===== src/rtl/prt_seq_pkg.sv =====
// Shared types and constants for the PRT transaction sequencer.
// Holds the write/read FSM state encodings and the command opcode values.
package prt_seq_pkg;

    typedef enum logic [2:0] {
        W_IDLE,
        W_DATA,
        W_DRAIN,
        W_FINISH,
        W_DONE
    } wr_state_t;

    typedef enum logic [1:0] {
        R_IDLE,
        R_START,
        R_DATA,
        R_INVAL
    } rd_state_t;

    localparam logic OP_FWD  = 1'b0;
    localparam logic OP_DROP = 1'b1;

    function automatic int slot_width(input int num_slots);
        return (num_slots > 1) ? $clog2(num_slots) : 1;
    endfunction

endpackage


===== src/rtl/prt_txn_sequencer.sv =====
// Sole PRT master: write engine stores ingress packets into free slots, read engine forwards/drops slots.
// Latency: write N beats -> N+2 cycles to wr_done; forward first beat 2 cycles after accept; stalls hold state.
module prt_txn_sequencer
    import prt_seq_pkg::*;
#(
    parameter int DATA_WIDTH = 32,
    parameter int NUM_SLOTS  = 16,
    parameter int MAX_BEATS  = 64,
    localparam int SW = slot_width(NUM_SLOTS)
) (
    input  logic                  CLK,
    input  logic                  RST,
    input  logic                  in_valid,
    output logic                  in_ready,
    input  logic [DATA_WIDTH-1:0] in_data,
    input  logic                  in_last,
    output logic                  wr_done_valid,
    input  logic                  wr_done_ready,
    output logic [SW-1:0]         wr_done_slot,
    output logic                  wr_done_err,
    input  logic                  cmd_valid,
    output logic                  cmd_ready,
    input  logic [SW-1:0]         cmd_slot,
    input  logic                  cmd_drop,
    output logic                  out_valid,
    input  logic                  out_ready,
    output logic [DATA_WIDTH-1:0] out_data,
    output logic                  out_last,
    output logic                  cmd_done,
    output logic                  EN_start_writing_prt_entry,
    input  logic                  RDY_start_writing_prt_entry,
    input  logic [SW-1:0]         start_writing_prt_entry,
    output logic                  EN_write_prt_entry,
    input  logic                  RDY_write_prt_entry,
    output logic [DATA_WIDTH-1:0] write_prt_entry_data,
    output logic                  EN_finish_writing_prt_entry,
    input  logic                  RDY_finish_writing_prt_entry,
    output logic                  EN_invalidate_prt_entry,
    input  logic                  RDY_invalidate_prt_entry,
    output logic [SW-1:0]         invalidate_prt_entry_slot,
    output logic                  EN_start_reading_prt_entry,
    input  logic                  RDY_start_reading_prt_entry,
    output logic [SW-1:0]         start_reading_prt_entry_slot,
    output logic                  EN_read_prt_entry,
    input  logic                  RDY_read_prt_entry,
    input  logic [DATA_WIDTH:0]   read_prt_entry,
    input  logic                  is_prt_slot_free,
    input  logic                  RDY_is_prt_slot_free
);

    localparam int BW = $clog2(MAX_BEATS + 1);
    localparam logic [BW-1:0] BEAT_LIM = BW'(MAX_BEATS - 1);

    wr_state_t       wr_state_q, wr_state_d;
    logic [SW-1:0]   slot_q, slot_d;
    logic [BW-1:0]   beat_cnt_q, beat_cnt_d;
    logic            err_q, err_d;

    rd_state_t       rd_state_q, rd_state_d;
    logic [SW-1:0]   rd_slot_q, rd_slot_d;

    // ---------------- write engine ----------------
    always_comb begin
        wr_state_d                  = wr_state_q;
        slot_d                      = slot_q;
        beat_cnt_d                  = beat_cnt_q;
        err_d                       = err_q;
        EN_start_writing_prt_entry  = 1'b0;
        EN_write_prt_entry          = 1'b0;
        EN_finish_writing_prt_entry = 1'b0;
        in_ready                    = 1'b0;
        wr_done_valid               = 1'b0;
        if (!RST) begin
            case (wr_state_q)
                W_IDLE: begin
                    // The first beat stays in the FIFO until a slot is opened.
                    EN_start_writing_prt_entry = in_valid & is_prt_slot_free &
                                                 RDY_is_prt_slot_free & RDY_start_writing_prt_entry;
                    if (EN_start_writing_prt_entry) begin
                        slot_d     = start_writing_prt_entry;
                        beat_cnt_d = '0;
                        err_d      = 1'b0;
                        wr_state_d = W_DATA;
                    end
                end
                W_DATA: begin
                    EN_write_prt_entry = in_valid & RDY_write_prt_entry;
                    in_ready           = EN_write_prt_entry;
                    if (EN_write_prt_entry) begin
                        beat_cnt_d = beat_cnt_q + 1'b1;
                        if (in_last) begin
                            wr_state_d = W_FINISH;
                        end else if (beat_cnt_q == BEAT_LIM) begin
                            err_d      = 1'b1;
                            wr_state_d = W_DRAIN;
                        end
                    end
                end
                W_DRAIN: begin
                    in_ready = 1'b1;
                    if (in_valid && in_last) begin
                        wr_state_d = W_FINISH;
                    end
                end
                W_FINISH: begin
                    EN_finish_writing_prt_entry = RDY_finish_writing_prt_entry;
                    if (EN_finish_writing_prt_entry) begin
                        wr_state_d = W_DONE;
                    end
                end
                W_DONE: begin
                    wr_done_valid = 1'b1;
                    if (wr_done_ready) begin
                        wr_state_d = W_IDLE;
                    end
                end
                default: wr_state_d = W_IDLE;
            endcase
        end
    end

    always_ff @(posedge CLK or posedge RST) begin
        if (RST) begin
            wr_state_q <= W_IDLE;
            slot_q     <= '0;
            beat_cnt_q <= '0;
            err_q      <= 1'b0;
        end else begin
            wr_state_q <= wr_state_d;
            slot_q     <= slot_d;
            beat_cnt_q <= beat_cnt_d;
            err_q      <= err_d;
        end
    end

    assign write_prt_entry_data = in_data;
    assign wr_done_slot         = slot_q;
    assign wr_done_err          = err_q;

    // ---------------- read engine ----------------
    always_comb begin
        rd_state_d                 = rd_state_q;
        rd_slot_d                  = rd_slot_q;
        cmd_ready                  = 1'b0;
        EN_start_reading_prt_entry = 1'b0;
        EN_read_prt_entry          = 1'b0;
        EN_invalidate_prt_entry    = 1'b0;
        out_valid                  = 1'b0;
        cmd_done                   = 1'b0;
        if (!RST) begin
            case (rd_state_q)
                R_IDLE: begin
                    cmd_ready = 1'b1;
                    if (cmd_valid) begin
                        rd_slot_d  = cmd_slot;
                        rd_state_d = (cmd_drop == OP_DROP) ? R_INVAL : R_START;
                    end
                end
                R_START: begin
                    EN_start_reading_prt_entry = RDY_start_reading_prt_entry;
                    if (EN_start_reading_prt_entry) begin
                        rd_state_d = R_DATA;
                    end
                end
                R_DATA: begin
                    out_valid         = RDY_read_prt_entry;
                    EN_read_prt_entry = RDY_read_prt_entry & out_ready;
                    if (EN_read_prt_entry && read_prt_entry[DATA_WIDTH]) begin
                        rd_state_d = R_INVAL;
                    end
                end
                R_INVAL: begin
                    EN_invalidate_prt_entry = RDY_invalidate_prt_entry;
                    cmd_done                = EN_invalidate_prt_entry;
                    if (EN_invalidate_prt_entry) begin
                        rd_state_d = R_IDLE;
                    end
                end
                default: rd_state_d = R_IDLE;
            endcase
        end
    end

    always_ff @(posedge CLK or posedge RST) begin
        if (RST) begin
            rd_state_q <= R_IDLE;
            rd_slot_q  <= '0;
        end else begin
            rd_state_q <= rd_state_d;
            rd_slot_q  <= rd_slot_d;
        end
    end

    assign out_data                     = read_prt_entry[DATA_WIDTH-1:0];
    assign out_last                     = read_prt_entry[DATA_WIDTH];
    assign start_reading_prt_entry_slot = rd_slot_q;
    assign invalidate_prt_entry_slot    = rd_slot_q;

endmodule


===== config.mk =====
export PLATFORM = sky130hd
export DESIGN_NAME = prt_txn_sequencer
export DESIGN_NICKNAME = d
export VERILOG_FILES = /design/src/rtl/prt_seq_pkg.sv /design/src/rtl/prt_txn_sequencer.sv
export SDC_FILE = /design/constraint.sdc
export NUM_CORES = 1
export LEC_CHECK = 0
export BUFFER_PORTS_ARGS = -buffer_cell sky130_fd_sc_hd__buf_4
export CAP_MARGIN = 15
export CORE_ASPECT_RATIO = 0.6
export CORE_MARGIN = 3
export CORE_UTILIZATION = 33
export DETAILED_ROUTE_END_ITERATION = 16
export PLACE_DENSITY = 0.78
export SETUP_SLACK_MARGIN = 0.05
export SYNTH_ARGS = -nofsm -noshare
export SYNTH_HDL_FRONTEND = slang
export SYNTH_SLANG_ARGS = --single-unit

===== constraint.sdc =====
create_clock -name CLK -period 2 [get_ports CLK]
set_clock_uncertainty 0.2 [all_clocks]
set_input_delay 0.2 -clock CLK [delete_from_list [all_inputs] [get_ports CLK]]
set_output_delay 0.2 -clock CLK [all_outputs]
set_load 0.1 [all_outputs]

==> results of run 1 <==
-- cell families after synthesis --
group | count (synthesis) | synth area share
AO/OA/AOI/OAI | 28 | 0.103
adder cells (fa/ha/maj) | 6 | 0.0421
buffers and inverters | 87 | 0.344
flip-flops | 21 | 0.295
multiplexers | 11 | 0.0757
AND/OR/NAND/NOR | 47 | 0.141
-- flip-flops by register name, indices dropped and copies added, names as in the netlist --
name / count
beat_cnt_q: 7
invalidate_prt_entry_slot: 4
wr_done_slot: 4
wr_state_q: 3
rd_state_q: 2
wr_done_err: 1
-- critical path, delay by kind of cell (launching register included) --
family / cells / cell delay, ps
simple gates: 2 / 660
buf+inv: 2 / 280
flops: 1 / 390
-- metrics by stage --
| step | worst slack, ps | util | hold WS, ps | area [sq um] | power (mW) |
|---|---|---|---|---|---|
| floorplan | -180 | - | -131 | 1840 | 3.17 |
| global placement | 184 | 0.352 | 201 | 1800 | 2.96 |
| detailed placement | 156 | 0.352 | 201 | 1800 | 2.99 |
| CTS | -6.59 | 0.391 | 48.5 | 2010 | 3.33 |
| global route | -69.5 | 0.399 | 89.6 | 2050 | 3.55 |
| finish | 11.6 | 0.399 | 38.3 | 2050 | 3.36 |
-- placed cells by master, fill, tap and decap left out, types with 3 or more instances in the layout --
| cell | netlist | routed |
|---|---|---|
| a21oi_1 | 8 | 8 |
| a31oi_1 | 4 | 4 |
| and3_1 | 5 | 3 |
| buf_12 | 0 | 3 |
| buf_4 | 70 | 57 |
| buf_6 | 3 | 3 |
| clkbuf_8 | 0 | 3 |
| dfrtp_1 | 21 | 20 |
| dlygate4sd3_1 | 0 | 11 |
| ha_1 | 6 | 5 |
| inv_1 | 10 | 6 |
| mux2_2 | 4 | 4 |
| mux2_4 | 4 | 4 |
| mux2i_1 | 3 | 3 |
| nand2_1 | 12 | 11 |
| nand3_1 | 5 | 5 |
| nor2_1 | 9 | 6 |
| nor2_4 | 0 | 3 |
| o21ai_0 | 5 | 5 |
| o41ai_1 | 3 | 3 |
-- cell type report --
type / instances / area, sq um / area share
Clock buffer: 3 / 41.3 / 0.0202
Timing Repair Buffer: 74 / 632 / 0.309
Sequential cell: 21 / 527 / 0.257
Tap cell: 66 / 82.6 / 0.0403
Inverter: 10 / 45.0 / 0.0220
Multi-Input combinational cell: 92 / 714 / 0.349
Clock inverter: 1 / 5.00 / 0.00244
-- layer usage --
metal | global-route usage | wire length [um] | vias up
met4 | 0.0166 | 15 | 0
met3 | 0.0658 | 336 | 4
li1 | - | - | 607
met2 | 0.162 | 1600 | 73
met5 | 0 | 0 | -
met1 | 0.151 | 1720 | 608
-- repair_timing --
item | CTS | global route
hold buffers | 11 | 0
setup buffers | 2 | 1
endpoints found under the hold margin | 17 | 0
setup endpoints to repair | 3 | 6
pin swaps | 1 | 1
resized for setup | 7 | 9
-- final timing paths --
| check | to | slack, ps | startpoint | cells past startpoint |
|---|---|---|---|---|
| setup / recovery | EN_start_writing_prt_entry | 10 | wr_state_q[2] | 4 |
| hold / removal | rd_state_q[1] | 40 | cmd_drop | 3 |
| setup reg to reg | wr_done_slot[0] | 160 | wr_state_q[2] | 4 |
| hold reg to reg | beat_cnt_q[0] | 300 | beat_cnt_q[0] | 1 |
| max in group asynchronous | wr_state_q[1] | 870 | RST | 5 |
| min in group asynchronous | invalidate_prt_entry_slot[1] | 520 | RST | 5 |
-- power by group --
part           internal [mW]  switching (mW)  total (mW)
registers              0.595           0.143       0.737
logic                  0.685            1.66        2.34
clock network          0.139           0.144       0.283
total                   1.42            1.94        3.36
==> results.json, run 1 <==
{
  "synth-seq-cells": 21,
  "final_cells": 267,
  "ys_seq_area_frac": 0.295,
  "postRouteAntennaNets": 0,
  "crit_type": "reg -> out",
  "synth_edf_count": 0,
  "fin_tns_setup_ps": 0,
  "die_w_um": 101,
  "grt_usage": 0.114,
  "synth_top_area_share": 0.295,
  "synth_fp_nets": 295,
  "syn_area_sq_um": 1780,
  "finalMaxSlewViolations": 0,
  "routedWlPerCell_um": 13.7,
  "peakVddDrop_v": 0.00110,
  "grt_pass1_vias": 1215,
  "coreArea_sq_um": 5130,
  "layout-drive-gt1-share": 0.478,
  "synth_ff_type": "dfrtp_1",
  "ys_types": 37,
  "dr.pass1.iters": 4,
  "worstSetupStartpointType": "flip-flop",
  "cts_buffers": 3,
  "start_util": 0.348,
  "post-synth-top-count-cell": "buf_4",
  "h-tree-depth": 1,
  "max_freq_mhz": 503,
  "powerDensity_nw_per_um2": 1640,
  "crit_chain": "or2_1, or4_4, clkinvlp_4, buf_12",
  "cts.sinks": 21,
  "synth-warning-count": 0,
  "grt-ovfl-total": 0,
  "port_buffers": 49,
  "max_stage_delay_ps": 440,
  "crit_path_end_kind": "primary output",
  "via_count": 1292,
  "max-slew-margin-rel": 0.694,
  "vias_per_cell": 4.84,
  "synth_largest_area_cell": "buf_4",
  "grt_max_degree": 14,
  "worstPathRequired_ps": 1600,
  "path_clk_slew_ps": 80,
  "rsz0062_at_grt": "true",
  "fillers": 498,
  "async_flop_share": 1.00,
  "fin_crit_ps": 1990,
  "status": "finished, final reports clean",
  "fin_nets": 297,
  "drt_iter0_drc": 126,
  "gp_congestion": 0.883,
  "yosys-top-cells-count": "buf_4 (70), dfrtp_1 (21), nand2_1 (12)",
  "clk_path_buf_depth": 2,
  "grt_pass1_wl_um": 5860,
  "die_h_um": 63.0,
  "fin_crit_sh": 0.994,
  "clk_latency_ps": 260,
  "syn2layout_area_growth_pct": 14.7,
  "worstPathArrival_ps": 1590,
  "routed_wl_um": 3670,
  "tightest_slew_ps": 456,
  "setup_viol": 0,
  "worstHoldPathType": "in -> reg",
  "synth.area.top_cells": "buf_4 (29%), dfrtp_1 (29%), ha_1 (4.2%)",
  "cts_tree": "yes",
  "antenna_found_initial": 0,
  "final-hold-violation-count": 0,
  "dieArea_sq_um": 6350,
  "hpwlAfterDp_um": 2870,
  "num_antenna_cells": 0,
  "worstPathMaxFanout": 3,
  "syn_avg_cell_area_sq_um": 8.92,
  "placementRows": 20,
  "netlist_instances": 200,
  "max_cap_violations": 0,
  "io_pins": 178,
  "leakage_nw": 0.988,
  "critPathSlowestCell": "or4_4",
  "placed_cells": 249,
  "drc_errors": 0,
  "root_buffer": "clkbuf_8"
}
No activity file was read; power rests on OpenSTA's default activity.
==> inputs of run 2 (changes only) <==
Settings changed: CORE_ASPECT_RATIO 0.6 to not set.
==> run 2 against run 1 <==
Effect of this change:
- the flow now finishes with violations (negative setup slack)
- largest cell class unchanged
- clock power about the same
- highest routed layer unchanged
- final cell count is 2.2% higher
- sequential cell count did not move
- register-to-register slack worse by 120 ps
- utilization up 0.23 points
- worst hold slack got worse by 31 ps
- global-route usage grew 0.59 points
==> results.json, run 2 (synthesized netlist as in run 1, its figures left out) <==
{
  "status": "finished, violations left",
  "failed_checks": "negative setup slack",
  "io_pins": 178,
  "max_freq_mhz": 478,
  "die_h_um": 79.5,
  "setup_viol": 1,
  "fin_crit_sh": 1.05,
  "syn2layout_area_growth_pct": 16.3,
  "largest-register": "beat_cnt_q",
  "root_buffer": "clkbuf_8",
  "dr_wl_met2_um": 2020,
  "max_stage_delay_ps": 520,
  "crit_chain": "or2_1, or4_4, clkinvlp_4, buf_12",
  "start_util": 0.345,
  "routed_wl_um": 3900,
  "port_buffers": 49,
  "ff2ff_path_depth": 4,
  "postRouteAntennaNets": 0,
  "p_total_mw": 3.45,
  "gp_congestion": 0.862,
  "dr.pass1.iters": 4,
  "fin_nets": 299,
  "crit_path_end_kind": "primary output",
  "path_clk_slew_ps": 80,
  "layout-drive-gt1-share": 0.512,
  "via_count": 1310,
  "worstPathMaxFanout": 2,
  "peakVddDrop_v": 0.00129,
  "coreArea_sq_um": 5170,
  "finalMaxSlewViolations": 0,
  "clk_path_buf_depth": 2,
  "fin_crit_ps": 2090,
  "die_w_um": 79.5,
  "cp.buffers_inverters": 2,
  "crit_cells": 4,
  "cts_buffers": 3,
  "max-slew-margin-rel": 0.708,
  "layout_common_cells": "buf_4 (60), dfrtp_1 (19), nand2_1 (11), dlygate4sd3_1 (8), a21oi_1 (7)",
  "powerDensity_nw_per_um2": 1660,
  "dieArea_sq_um": 6330,
  "cts_tree": "yes",
  "worstHoldPathType": "in -> async",
  "grt-ovfl-total": 0,
  "crit_type": "reg -> out",
  "vias_per_cell": 4.80,
  "post-route-util": 0.401,
  "grt_pass1_vias": 1274,
  "antenna_found_initial": 0,
  "final-hold-violation-count": 0,
  "crit_family": "simple AND/OR/NAND/NOR gates",
  "grt_usage": 0.120,
  "worstPathRequired_ps": 1600,
  "leakage_nw": 1.01,
  "num_antenna_cells": 0,
  "mostFrequentLayoutCell": "buf_4",
  "grt_pass1_wl_um": 5980,
  "h-tree-depth": 1,
  "worstSetupStartpointType": "flip-flop",
  "hpwlAfterDp_um": 2680,
  "tightest_slew_ps": 435,
  "clk_latency_ps": 260,
  "drc_errors": 0,
  "rsz0062_at_grt": "true",
  "wl_met3_um": 303,
  "cts.sinks": 21,
  "fillers": 486,
  "top_layer": "met4",
  "worstPathArrival_ps": 1690,
  "met1Wirelength_um": 1530,
  "routedWlPerCell_um": 14.3,
  "max_cap_violations": 0,
  "setup_ws_ps": -90.9,
  "grt_max_degree": 22,
  "largest_register_ffs": 7,
  "placementRows": 26,
  "critPathSlowestCell": "or4_4",
  "drt_iter0_drc": 77
}
[run 2: changes by cell type in the layout (fill, tap and decap cells not counted), sizes merged]
cell	before	now
buf	63	68
dlygate4sd3	11	8
[run 2: path summary, 6_finish.rpt]
kind / start / endpoint / slack (ps)
max reg2reg: wr_state_q[2] / wr_done_slot[1] / 40
max in group asynchronous: RST / wr_state_q[1] / 1360
min in group CLK: in_last / wr_state_q[1] / 20
max: wr_state_q[2] / EN_start_writing_prt_entry / -90
min reg2reg: beat_cnt_q[0] / beat_cnt_q[0] / 300
min: RST / invalidate_prt_entry_slot[2] / 7
[run 2: through the flow]
step	instances	setup slack [ps]	TNS (ps)	hold WS (ps)	cell area (sq um)
detailed placement	252	87.2	0	201	1810
global placement	252	120	0	201	1810
CTS	268	-60.7	-102	12.8	2010
finish	273	-90.9	-90.9	7.35	2080
global route	273	-150	-204	15.4	2080
floorplan	200	-180	-286	-131	1840
[run 2: layer usage]
| layer | GRT usage | vias up |
|---|---|---|
| li1 | - | 610 |
| met1 | 0.136 | 628 |
| met2 | 0.207 | 60 |
| met3 | 0.0429 | 12 |
| met4 | 0.0395 | 0 |
| met5 | 0 | - |
[run 2: cell type report]
class	count	area, sq um	area share
tap	70	87.6	0.0422
sequential	21	528	0.254
timing repair buffer	76	647	0.312
clock inverter	1	5.00	0.00241
multi-input combinational	92	722	0.348
inverter	10	45.0	0.0217
clock buffer	3	41.3	0.0199
[run 2: timing repair]
action	in CTS	in global routing
setup endpoints to repair	3	16
hold endpoints to repair	8	0
pin swaps	1	2
resized for setup	12	12
hold buffers	8	0
buffers inserted	4	6
[run 2: power breakdown]
group	internal, mW	total [mW]	leakage, nW	switching, mW
clock	0.139	0.286	0.0255	0.147
sequential	0.596	0.744	0.264	0.147
combinational	0.735	2.42	0.718	1.68
total	1.47	3.45	1.01	1.98
[run 2: worst register-to-register path, stage by stage (launching register included)]
cell and delay, ps:
dfrtp_1 400, or2_1 240, or4_4 520, buf_4 190, mux2_4 300
==> inputs of run 3 (changes only) <==
==> constraint.sdc (replaced) <==
create_clock -name CLK -period 2 [get_ports CLK]
set_clock_uncertainty 0.2 [all_clocks]
set_input_delay 0.2 -clock CLK [delete_from_list [all_inputs] [get_ports CLK]]
set_output_delay 0.2 -clock CLK [all_outputs]
set_load 0.05 [all_outputs]
==> run 3 against run 2 <==
Effect of this change:
- the run still ends with negative setup slack left
- sequential power barely moved
- sequential share of layout area grew 0.48 points
- clock-buffer cell count unchanged
- critical path depth did not move
- highest routed layer unchanged
==> results.json, run 3 (synthesized netlist as in run 1, its figures left out) <==
{
  "worstPathMaxFanout": 2,
  "crit_path_end_kind": "primary output",
  "h-tree-depth": 1,
  "max_cap_violations": 0,
  "drt_iter0_drc": 66,
  "antenna_found_initial": 0,
  "cp-startpoint": "wr_state_q[2]",
  "grt_max_degree": 22,
  "largest_register_ffs": 7,
  "combinationalPowerShare": 0.638,
  "dpl_worst_slack_ps": 130,
  "routedWlPerCell_um": 13.9,
  "num_antenna_cells": 0,
  "clk_latency_ps": 260,
  "grt_pass1_vias": 1284,
  "via_count": 1342,
  "max_freq_mhz": 490,
  "post-route-util": 0.394,
  "fin_tns_setup_ps": -42.1,
  "worstPathArrival_ps": 1640,
  "fin_nets": 300,
  "grt_pass1_wl_um": 5780,
  "layout-drive-gt1-share": 0.480,
  "setup_ws_ps": -42.1,
  "leakage_nw": 1.00,
  "switchingPower_mw": 1.36,
  "grt-ovfl-total": 0,
  "placed_cells": 250,
  "reg2reg_from": "wr_state_q[2]",
  "rrSetupSlack_ps": 70,
  "io_pins": 178,
  "finalMaxSlewViolations": 0,
  "status": "finished, violations left",
  "pwr-share-clk": 0.099,
  "largest-register": "beat_cnt_q",
  "die_h_um": 79.5,
  "start_util": 0.345,
  "postPlaceCellArea_sq_um": 1760,
  "p_total_mw": 2.84,
  "peakVddDrop_v": 0.000680,
  "setup_viol": 1,
  "dieArea_sq_um": 6330,
  "routed_wl_um": 3810,
  "root_buffer": "clkbuf_8",
  "holdPathStages": 3,
  "pwr-share-seq": 0.263,
  "crit_end": "EN_start_writing_prt_entry",
  "mostFrequentLayoutCell": "buf_4",
  "clk_path_buf_depth": 2,
  "max-slew-margin-rel": 0.670,
  "layout_common_cells": "buf_4 (63), dfrtp_1 (19), nand2_1 (12), dlygate4sd3_1 (9), a21oi_1 (8)",
  "final-hold-violation-count": 0,
  "syn2layout_area_growth_pct": 14.2,
  "swShare": 0.480,
  "rsz0062_at_grt": "true",
  "coreArea_sq_um": 5170,
  "worstSetupStartpointType": "flip-flop",
  "port_buffers": 49,
  "ff2ff_path_depth": 4,
  "fin_crit_ps": 2040,
  "placementRows": 26,
  "fin_hold_ws_ps": 5.47,
  "fin_crit_sh": 1.02,
  "worstHoldPathType": "in -> reg",
  "p_int_mw": 1.48,
  "failed_checks": "negative setup slack",
  "worstPathRequired_ps": 1600,
  "die_w_um": 79.5,
  "powerDensity_nw_per_um2": 1390,
  "grt_usage": 0.114,
  "path_clk_slew_ps": 80,
  "design_area_sq_um": 2040,
  "hpwlAfterDp_um": 2680,
  "cts.sinks": 21,
  "gp_congestion": 0.794,
  "postRouteAntennaNets": 0,
  "vias_per_cell": 4.90,
  "final_cells": 274,
  "crit_type": "reg -> out",
  "cts_buffers": 3,
  "dr.pass1.iters": 4,
  "timing.rr.end": "wr_done_slot[0]",
  "drc_errors": 0,
  "cts_tree": "yes",
  "tightest_slew_ps": 491
}
## run 3: changes by cell type in the layout (fill, tap and decap cells not counted), sizes merged
cell,previous run,this run
dlygate4sd3,8,9
## run 3: area by class of cell
cell class / count / area [sq um]
Tap cell: 70 / 87.6
Fill cell: 504 / 3140
Clock inverter: 1 / 5.00
Sequential cell: 21 / 528
Clock buffer: 3 / 41.3
Inverter: 10 / 45.0
Multi-Input combinational cell: 92 / 694
Timing Repair Buffer: 77 / 636
## run 3: how the worst min path moves through the flow
stage,end,start,slack [ps]
6_report,wr_state_q[1],in_last,5
5_1_grt,wr_state_q[1],in_last,7
4_1_cts,wr_state_q[1],in_last,0.4
3_5_place_dp,invalidate_prt_entry_slot[3],RST,180
3_3_place_gp,rd_state_q[0],RST,170
2_1_floorplan,beat_cnt_q[0],RST,-130
## run 3: power by group through the flow
| stage | clock, mW | combinational, mW | sequential, mW |
|---|---|---|---|
| 4_1_cts | 0.290 | 1.66 | 0.744 |
| 3_5_place_dp | 0 | 1.61 | 0.752 |
| 2_1_floorplan | 0 | 1.30 | 0.991 |
| 5_1_grt | 0.322 | 1.93 | 0.769 |
| 3_3_place_gp | 0 | 1.58 | 0.738 |
| 6_report | 0.282 | 1.81 | 0.746 |
## run 3: repair_timing
item	4_1_cts	5_1_grt
hold endpoints to repair	29	0
pin swaps	2	3
hold buffers	9	0
gates resized for setup	6	7
buffers inserted	5	6
setup endpoints to repair	2	11
## run 3: per-layer routing
layer	wire, um	vias to the layer above	track usage
met3	348	10	0.0485
li1	-	610	-
met1	1510	650	0.122
met5	0	-	0
met4	24	0	0.0275
met2	1930	72	0.204
## run 3: worst max-delay path, stage by stage (launching register included)
cell	delay, ps
dfrtp_1	400
or2_1	230
or4_4	510
clkinvlp_4	100
buf_8	140
